`src/rtl/out_drain_pkg.sv`:
```
// Shared types and default sizing for the two-bank output drain controller.
package out_drain_pkg;

    typedef enum logic {
        IDLE  = 1'b0,
        DRAIN = 1'b1
    } state_t;

    localparam int F_NUM_DEF = 16;
    localparam int DW_DEF    = 16;
    localparam int OD_W_DEF  = 5;
    localparam int OS_W_DEF  = 10;
    localparam int OA_W_DEF  = 12;

    function automatic int ch_w(input int n);
        return (n > 1) ? $clog2(n) : 1;
    endfunction

endpackage

```
`src/rtl/out_drain_ctrl_bank.sv`:
```
// One shadow bank: F_NUM x DW sum registers, position tag and full flag,
// read combinationally by channel index.
module drain_bank
    import out_drain_pkg::*;
#(
    parameter int F_NUM = F_NUM_DEF,
    parameter int DW    = DW_DEF,
    parameter int OS_W  = OS_W_DEF,
    parameter int CH_W  = ch_w(F_NUM_DEF)
) (
    input  logic                    clk,
    input  logic                    rst_n,
    input  logic                    clr,
    input  logic                    load,
    input  logic                    rel,
    input  logic [F_NUM*DW-1:0]     wr_data,
    input  logic [OS_W-1:0]         wr_tag,
    input  logic [CH_W-1:0]         rd_ch,
    output logic signed [DW-1:0]    rd_data,
    output logic [OS_W-1:0]         tag,
    output logic                    full
);

    logic signed [DW-1:0] mem [F_NUM];

    // A load coinciding with a release of the same bank leaves it full.
    always_ff @(posedge clk or negedge rst_n) begin
        if (!rst_n) begin
            full <= 1'b0;
        end else if (clr) begin
            full <= 1'b0;
        end else if (load) begin
            full <= 1'b1;
        end else if (rel) begin
            full <= 1'b0;
        end
    end

    always_ff @(posedge clk) begin
        if (load) begin
            tag <= wr_tag;
            for (int i = 0; i < F_NUM; i++) begin
                mem[i] <= wr_data[i*DW +: DW];
            end
        end
    end

    assign rd_data = mem[rd_ch];

endmodule

```
`src/rtl/out_drain_ctrl.sv`:
```
// Ping-pong output drain: captures all core sums on k_fin, serialises them
// channel-major to the dst buffer. Define OUT_RELU_EN to clamp negatives at capture.
module out_drain_ctrl
    import out_drain_pkg::*;
#(
    parameter int F_NUM = F_NUM_DEF,
    parameter int DW    = DW_DEF,
    parameter int OD_W  = OD_W_DEF,
    parameter int OS_W  = OS_W_DEF,
    parameter int OA_W  = OA_W_DEF
) (
    input  logic                    clk,
    input  logic                    rst_n,
    input  logic                    clr,
    input  logic                    s_init,
    input  logic                    k_fin,
    input  logic [F_NUM*DW-1:0]     sum_in,
    input  logic [OD_W-1:0]         od,
    input  logic [OS_W-1:0]         os,
    input  logic                    out_ready,
    output logic                    outr,
    output logic [OA_W-1:0]         oa,
    output logic signed [DW-1:0]    x,
    output logic                    out_busy,
    output logic                    ovf
);

    localparam int CH_W = ch_w(F_NUM);

    state_t                 state, state_nxt;
    logic [OD_W-1:0]        ch, ch_nxt;
    logic [OA_W-1:0]        base, base_nxt;
    logic [OS_W-1:0]        pos, pos_nxt, pos_inc;
    logic                   wr_ptr, wr_ptr_nxt;
    logic                   rd_ptr, rd_ptr_nxt;
    logic                   ovf_nxt, busy_nxt;
    logic                   hs, rel_any, wr_free, accept;
    logic [1:0]             full, full_nxt, load, rel;
    logic [OS_W-1:0]        tag [2];
    logic signed [DW-1:0]   rd_data [2];
    logic [F_NUM*DW-1:0]    cap_data;

    function automatic logic [F_NUM*DW-1:0] relu_vec(input logic [F_NUM*DW-1:0] v);
        logic [F_NUM*DW-1:0] r;
        r = v;
`ifdef OUT_RELU_EN
        for (int i = 0; i < F_NUM; i++) begin
            if (v[i*DW + DW - 1]) begin
                r[i*DW +: DW] = '0;
            end
        end
`endif
        return r;
    endfunction

    assign cap_data = relu_vec(sum_in);

    for (genvar b = 0; b < 2; b++) begin : g_bank
        drain_bank #(
            .F_NUM (F_NUM),
            .DW    (DW),
            .OS_W  (OS_W),
            .CH_W  (CH_W)
        ) u_bank (
            .clk     (clk),
            .rst_n   (rst_n),
            .clr     (clr),
            .load    (load[b]),
            .rel     (rel[b]),
            .wr_data (cap_data),
            .wr_tag  (pos),
            .rd_ch   (ch[CH_W-1:0]),
            .rd_data (rd_data[b]),
            .tag     (tag[b]),
            .full    (full[b])
        );
    end

    always_ff @(posedge clk or negedge rst_n) begin
        if (!rst_n) begin
            state    <= IDLE;
            ch       <= '0;
            base     <= '0;
            pos      <= '0;
            wr_ptr   <= 1'b0;
            rd_ptr   <= 1'b0;
            ovf      <= 1'b0;
            out_busy <= 1'b0;
        end else if (clr) begin
            state    <= IDLE;
            ch       <= '0;
            base     <= '0;
            pos      <= '0;
            wr_ptr   <= 1'b0;
            rd_ptr   <= 1'b0;
            ovf      <= 1'b0;
            out_busy <= 1'b0;
        end else begin
            state    <= state_nxt;
            ch       <= ch_nxt;
            base     <= base_nxt;
            pos      <= pos_nxt;
            wr_ptr   <= wr_ptr_nxt;
            rd_ptr   <= rd_ptr_nxt;
            ovf      <= ovf_nxt;
            out_busy <= busy_nxt;
        end
    end

    always_comb begin
        hs      = (state == DRAIN) && out_ready;
        rel_any = hs && (ch == od - 1'b1);
        rel     = '0;
        if (rel_any) begin
            rel[rd_ptr] = 1'b1;
        end

        // Both banks full implies wr_ptr == rd_ptr, so a same-cycle release frees the write bank.
        wr_free = !full[wr_ptr] || (rel_any && (rd_ptr == wr_ptr));
        accept  = k_fin && wr_free;
        load    = '0;
        if (accept) begin
            load[wr_ptr] = 1'b1;
        end
        full_nxt   = (full & ~rel) | load;
        busy_nxt   = &full_nxt;
        ovf_nxt    = ovf | (k_fin & ~wr_free);
        wr_ptr_nxt = accept ? ~wr_ptr : wr_ptr;

        pos_inc = (pos == os - 1'b1) ? '0 : pos + 1'b1;
        if (s_init) begin
            pos_nxt = (accept && (os != OS_W'(1))) ? OS_W'(1) : '0;
        end else if (accept) begin
            pos_nxt = pos_inc;
        end else begin
            pos_nxt = pos;
        end

        state_nxt  = state;
        ch_nxt     = ch;
        base_nxt   = base;
        rd_ptr_nxt = rd_ptr;
        case (state)
            IDLE: begin
                if (full_nxt[rd_ptr]) begin
                    state_nxt = DRAIN;
                end
            end
            DRAIN: begin
                if (rel_any) begin
                    ch_nxt     = '0;
                    base_nxt   = '0;
                    rd_ptr_nxt = ~rd_ptr;
                    state_nxt  = full_nxt[rd_ptr_nxt] ? DRAIN : IDLE;
                end else if (hs) begin
                    ch_nxt   = ch + 1'b1;
                    base_nxt = base + OA_W'(os);
                end
            end
            default: state_nxt = IDLE;
        endcase

        outr = (state == DRAIN);
        oa   = outr ? base + OA_W'(tag[rd_ptr]) : '0;
        x    = outr ? rd_data[rd_ptr] : '0;
    end

endmodule

```
`config.mk`:
```
export PLATFORM = sky130hd
export DESIGN_NAME = out_drain_ctrl
export DESIGN_NICKNAME = d
export VERILOG_FILES = /design/src/rtl/out_drain_pkg.sv /design/src/rtl/out_drain_ctrl_bank.sv /design/src/rtl/out_drain_ctrl.sv
export SDC_FILE = /design/constraint.sdc
export NUM_CORES = 1
export LEC_CHECK = 0
export ABC_AREA = 1
export BUFFER_PORTS_ARGS = -buffer_cell sky130_fd_sc_hd__buf_2
export CORE_ASPECT_RATIO = 0.75
export CORE_MARGIN = 4
export CORE_UTILIZATION = 62
export CTS_CLUSTER_SIZE = 16
export DETAILED_ROUTE_END_ITERATION = 6
export GPL_ROUTABILITY_DRIVEN = 0
export PLACE_DENSITY = 0.87
export SLEW_MARGIN = 0
export SYNTH_ARGS = -nofsm -noshare
export SYNTH_HDL_FRONTEND = slang
export SYNTH_SLANG_ARGS = --single-unit
```
`constraint.sdc`:
```
create_clock -name clk -period 35.9 [get_ports clk]
set_input_delay 10.77 -clock clk [delete_from_list [all_inputs] [get_ports clk]]
set_output_delay 10.77 -clock clk [all_outputs]
set_load 0.02 [all_outputs]
```
# After elaboration in Yosys (flattened, before gate mapping)
# Memory sizes are Yosys's and may differ from the RTL's.
# Index checks and enable logic that the tools add are counted.
[classes] muxes=55 n_eq_ne=4 bitwise=10 reduce_logical=19 add_sub_neg=6 magnitude_cmp=6
[op_table] operator="$mux 10" n=7
[op_table] operator="$mux 16" n=4
[op_table] operator="$mux 12" n=5
[op_table] operator="$mux 1" n=30
[op_table] operator="$add 12x10->12" n=2
[op_table] operator="$mux 5" n=4
[op_table] operator="$reduce_bool 3->1" n=4
[op_table] operator="$add 10x1->10 const B" n=1
[op_table] operator="$eq 10x10->1" n=1
[op_table] operator="$ne 10x1->1 const B" n=1
[op_table] operator="$sub 10x1->10 const B" n=1
[op_table] operator="$logic_and 1x1->1" n=7
[op_table] operator="$lt 1x2->1 const B" n=3
[op_table] operator="$reduce_and 2->1" n=3
[op_table] operator="$reduce_bool 2->1" n=3
[op_table] operator="$add 5x1->5 const B" n=1
[op_table] operator="$eq 5x5->1" n=1
[op_table] operator="$sub 5x1->5 const B" n=1
[op_table] operator="$mux 2" n=2
[op_table] operator="$not 1->1" n=4
[op_table] operator="$and 2x2->2" n=1
[op_table] operator="$demux 1 s1" n=2
[op_table] operator="$ge 1x1->1 const B" n=2
[op_table] operator="$ge 2x2->1 const B" n=1
[op_table] operator="9 further kinds" n=9
[word_totals] reg_bits=54 mem_count=2 elab_cells=114 ram_bits=512 out_inout_bits=31 inputBits=277
[memory_table] memory="g_bank[0].u_bank.mem" words=16 word_bits=16 read_ports=1 rd_clocked_by_memory_dff=0 wr=16 line="out_drain_ctrl_bank.sv:24" text="logic signed [DW-1:0] mem [F_NUM];"
[memory_table] memory="g_bank[1].u_bank.mem" words=16 word_bits=16 read_ports=1 rd_clocked_by_memory_dff=0 wr=16 line="out_drain_ctrl_bank.sv:24"

# Longest topological paths before layout
[logic_depth] word_depth=14 mapped_depth=17 depth_no_buf=16

# Cells and area by module
# A second synthesis with hierarchy kept.
[hier_totals] hier_cells=2661 area_unflattened_um2=26113.8
[modules_own_cells] module="drain_bank" instances=2 area_per_inst_um2=11295.8 cells_per_inst=1045 seq_area_each_um2=8012.7
[modules_own_cells] module="out_drain_ctrl" instances=1 area_per_inst_um2=3522.1 cells_per_inst=571 seq_area_each_um2=800.8

# Least setup slack after synthesis
# Ideal clock, no wire load.
[synth_path] kind="in2reg" from="input port od[0]" to="memory g_bank[0].u_bank.mem[0][0] (netlist bit), enable pin" path_slack_ns=12.177 setup_ns=0.897 path_buffers=0 required_ns=35.003 arrival_ns=22.826 stages=10 cell_sequence="inv_1 -> ha_1 -> xnor2_1 -> nor2_2 -> nand2_2 -> nor2_4 -> nand2_2 -> nand2_2 -> nand2_4 -> nor2_1"
[synth_lines] element="start, declared" line="out_drain_ctrl.sv:18" text="input logic [OD_W-1:0] od,"
[synth_lines] element="end, declared" line="out_drain_ctrl_bank.sv:24"

# Worst setup path after layout
[layout_path] from="register ch[0]" to="output port x[15]"
[layout_via] elab_chain_len=5 word_cells_on_any_way=6 cone_classes="4 x mux; 2 x memory"
[layout_lines] element="start, declared" line="out_drain_ctrl.sv:31" text="logic [OD_W-1:0] ch, ch_nxt;"
[layout_lines] element="start signal, assigned" line="out_drain_ctrl.sv:100" text="ch <= ch_nxt;"
[layout_lines] element="$mem_v2 16x16"
[layout_lines] element="$mux 16 (not written as such) (*) (3 in a row)" line="out_drain_ctrl.sv:165" text="x = outr ? rd_data[rd_ptr] : '0;"
[layout_lines] element="$mux 16 (*)" line="out_drain_ctrl.sv:165"
[layout_lines] element="end, declared" line="out_drain_ctrl.sv:23" text="output logic signed [DW-1:0] x,"
# Every way passes the cells marked *; elsewhere a longest branch is shown, timed or not. The select of a mux whose other input is x is not followed.

==> flow_metrics.py <==
metrics = {
    "outcome": {
        "run_status": "complete, no violations",
    },
    "drt": {
        "drt.antenna.violating_nets": 0,
        "totalWireLength_um": 64700,
        "post_drt_wl_per_cell_um": 22.7,
        "num_vias": 17600,
        "drtIter0Drc": 2633,
        "route.detailed.vias_per_inst": 6.17,
        "drt_first_pass_iters": 5,
        "route.detailed.drc": 0,
    },
    "cts": {
        "cts_sinks": 566,
        "holdBufCountCts": 0,
        "cts_made_buffers": 52,
        "cts_buffer_depth": 3,
        "ctsResizeCount": 0,
        "clk_pin_slew_ns": 0.07,
        "cts_setup_buffers": 0,
        "root_buffer": "clkbuf_16",
        "cts_max_level": 2,
        "cts_tree": "built",
        "clk_latency_ns": 0.59,
    },
    "critical_path": {
        "critPathRequiredTime_ns": 25.13,
        "cpPeakStageDelay_ns": 0.86,
        "worst_ep_arrival_time_ns": 4.43,
        "cp_cell_sequence": "inv_6, buf_4, o21ai_0, o22ai_1, o21ai_1, a31oi_1, nor2_1, nor2_1, buf_2",
        "ff2ff_setup_slack_ns": 31.30,
        "crit_buf_inv": 3,
        "crit_top_cell": "nor2_1",
        "cp-start-kind": "flip-flop",
        "crit_fanout": 158,
        "crit_slowest_cell": "buf_4",
        "crit_type": "flip-flop to primary output",
        "crit_path_end_kind": "primary output",
        "cp_top_family": "buffers and inverters",
    },
    "sta": {
        "hold_violations": 0,
        "fmax_mhz": 65.8,
        "tightest_slew_ns": 1.12,
        "rsz0062_at_grt": "false",
        "clock_skew_ns": 0.0244,
        "finalSetupViolCount": 0,
        "relSlewSlack_pct": 25.3,
        "setup_slack_ns": 20.70,
        "period_needed_ns": 15.20,
        "period_share_pct": 42.3,
        "tns_ns": 0,
        "slew_violations": 0,
    },
    "place": {
        "dp_slack_ns": 21.46,
        "dp_hpwl_um": 42900,
        "portBuffers": 307,
        "dpl-instance-area_um2": 25700,
    },
    "floorplan": {
        "die_h_um": 178,
        "rows": 61,
        "die_w_um": 234,
        "io_pins": 308,
        "start_util_pct": 63.5,
        "die_area_um2": 41600,
        "core_area_um2": 37500,
    },
    "synth": {
        "synth_largest_area_cell": "edfxtp_1",
        "ys_warn_count": 0,
        "netlist.area_leader.share_pct": 67.2,
        "synth_cells": 2008,
        "synthTopCellsByArea": "edfxtp_1, o21ai_0, nor2_1",
        "synth_seq_area_share_pct": 70.7,
        "avgSynthCellArea_um2": 11.8,
        "synth-seq-cells": 566,
        "yosysUniqueCellTypes": 40,
        "syn_area_um2": 23800,
        "syn_nets": 2312,
    },
    "pwr": {
        "leakage_uw": 0.0102,
        "power.total_uw": 1700,
        "power_density_nw_per_um2": 61.9,
        "vdd_ir_drop_max_v": 0.0000701,
    },
    "global_routing": {
        "grt_remaining_overflow": 0,
        "grt_start_max_net_pins": 189,
        "grt_antenna_before_repair": 27,
        "grt_usage_pct": 30.5,
        "grt_pass1_wl_um": 95600,
        "grt_pass1_vias": 16400,
    },
    "cells_and_area": {
        "multi_input_area_um2": 6240,
        "ff_latch_area_um2": 16800,
        "layout-drive-gt1-share_pct": 18.5,
        "fillCellCount": 2324,
        "design_area_um2": 27400,
        "areaGrowthSynthToFinish_pct": 15.2,
        "fin_nets": 2578,
    },
    "job": {
        "cap_violations": 0,
    },
    "hold_path": {
        "hold_path_class": "flip-flop to flip-flop",
    },
}
-- cell usage after synthesis, drive strengths merged --
master,instances
edfxtp,532
nor2,374
o21ai,293
nand2,258
nand3,76
o22ai,72
clkbuf,71
inv,63
buf,42
a21oi,38
o211ai,36
dfrtp,34
ha,25
nand4,20
o221ai,14
xor2,14
xnor2,10
a31oi,7
nand3b,6
o21a,5
and3,4
nor3,3
a22o,2
fa,2
or2,2
and2,1
nor4,1
o2111ai,1
o21bai,1
o31ai,1
-- layout make-up --
| class | instances | area share (%) |
|---|---|---|
| Sequential cell | 566 | 61.4 |
| Multi-Input combinational cell | 1266 | 22.8 |
| Timing Repair Buffer | 325 | 6.19 |
| Clock buffer | 61 | 4.95 |
| Tap cell | 504 | 2.30 |
| Clock inverter | 34 | 1.21 |
| Inverter | 63 | 0.909 |
| Antenna cell | 26 | 0.237 |
-- worst reg2reg max path, cell delays in order, from the launching register on --
cell and delay [ns]:
dfrtp_4 0.72, inv_6 0.46, nand2_1 0.28, nand3_2 0.10, nor2_2 0.10, nand2_2 0.08, nor2_4 0.21, nand2_2 0.09
nand2_2 0.11, nand2_4 0.09, nor2_4 0.11, buf_12 0.60, buf_4 1.23
-- placed cells by master (no fill, tap or decap), types with 25 or more instances in the layout --
master     Yosys  final
edfxtp_1     532    532
o21ai_0      281    281
a21oi_1       38     38
o22ai_1       72     72
inv_1         60     58
nand2_1      252    252
diode_2        0     26
dfrtp_1       34     32
buf_2         27    307
o211ai_1      36     36
nand3_1       75     75
clkbuf_16      0     53
nor2_1       369    367
ha_1          25     25
-- registers in the layout (all words and copies together), names as in the netlist --
register and flops:
g_bank.u_bank.mem 512, g_bank.u_bank.tag 20, base 12, pos 10, ch 5, g_bank.u_bank.full 2
out_busy 1, outr 1, ovf 1, rd_ptr 1, wr_ptr 1
-- kinds of logic (layout without fill, tap and decap cells) --
kind of cell	after synthesis	in the layout	share of synthesized area [%]
buf+inv	176	483	3.08
flops	566	566	70.7
fa+ha+maj	27	27	1.48
xor+xnor	24	24	0.884
compound gates	470	470	11.0
simple gates	745	745	12.8
other cells	0	26	0
-- worst paths after layout --
path	startpoint	to	cells past startpoint
setup / recovery	ch[0]$_DFFE_PN0P_	x[15]	9
hold / removal	ovf$_DFF_PN0_	ovf$_DFF_PN0_	1
setup reg to reg	ch[0]$_DFFE_PN0P_	g_bank[0].u_bank.mem[0][0]$_DFFE_PP_	12
hold reg to reg	ovf$_DFF_PN0_	ovf$_DFF_PN0_	1
max in group asynchronous	rst_n	ch[1]$_DFFE_PN0P_	1
min in group asynchronous	rst_n	base[11]$_DFFE_PN0P_	1
-- stage by stage --
step                hold slack, ns  utilization (%)  cells
floorplan                    0.440                -   2008
global placement             0.479             68.4   2724
detailed placement           0.495             68.4   2724
CTS                          0.522             73.0   2819
global route                 0.554             73.1   2843
finish                       0.506             73.1   2845
-- per-layer routing --
metal	GRT usage, %	vias up	share of wire [%]
li1	-	7797	-
met1	46.4	8409	39
met2	44.1	1180	44
met3	5.94	171	12
met4	11.9	4	3.7
met5	0	-	0.036
-- where the power goes --
group          internal, uW  total [uW]  leakage (uW)  switching, uW
combinational          98.2         354       0.00400            256
sequential              772         793       0.00541           21.4
clock                   314         550      0.000838            236
total                  1180        1700        0.0102            513
(Power assumes the default switching activity.)
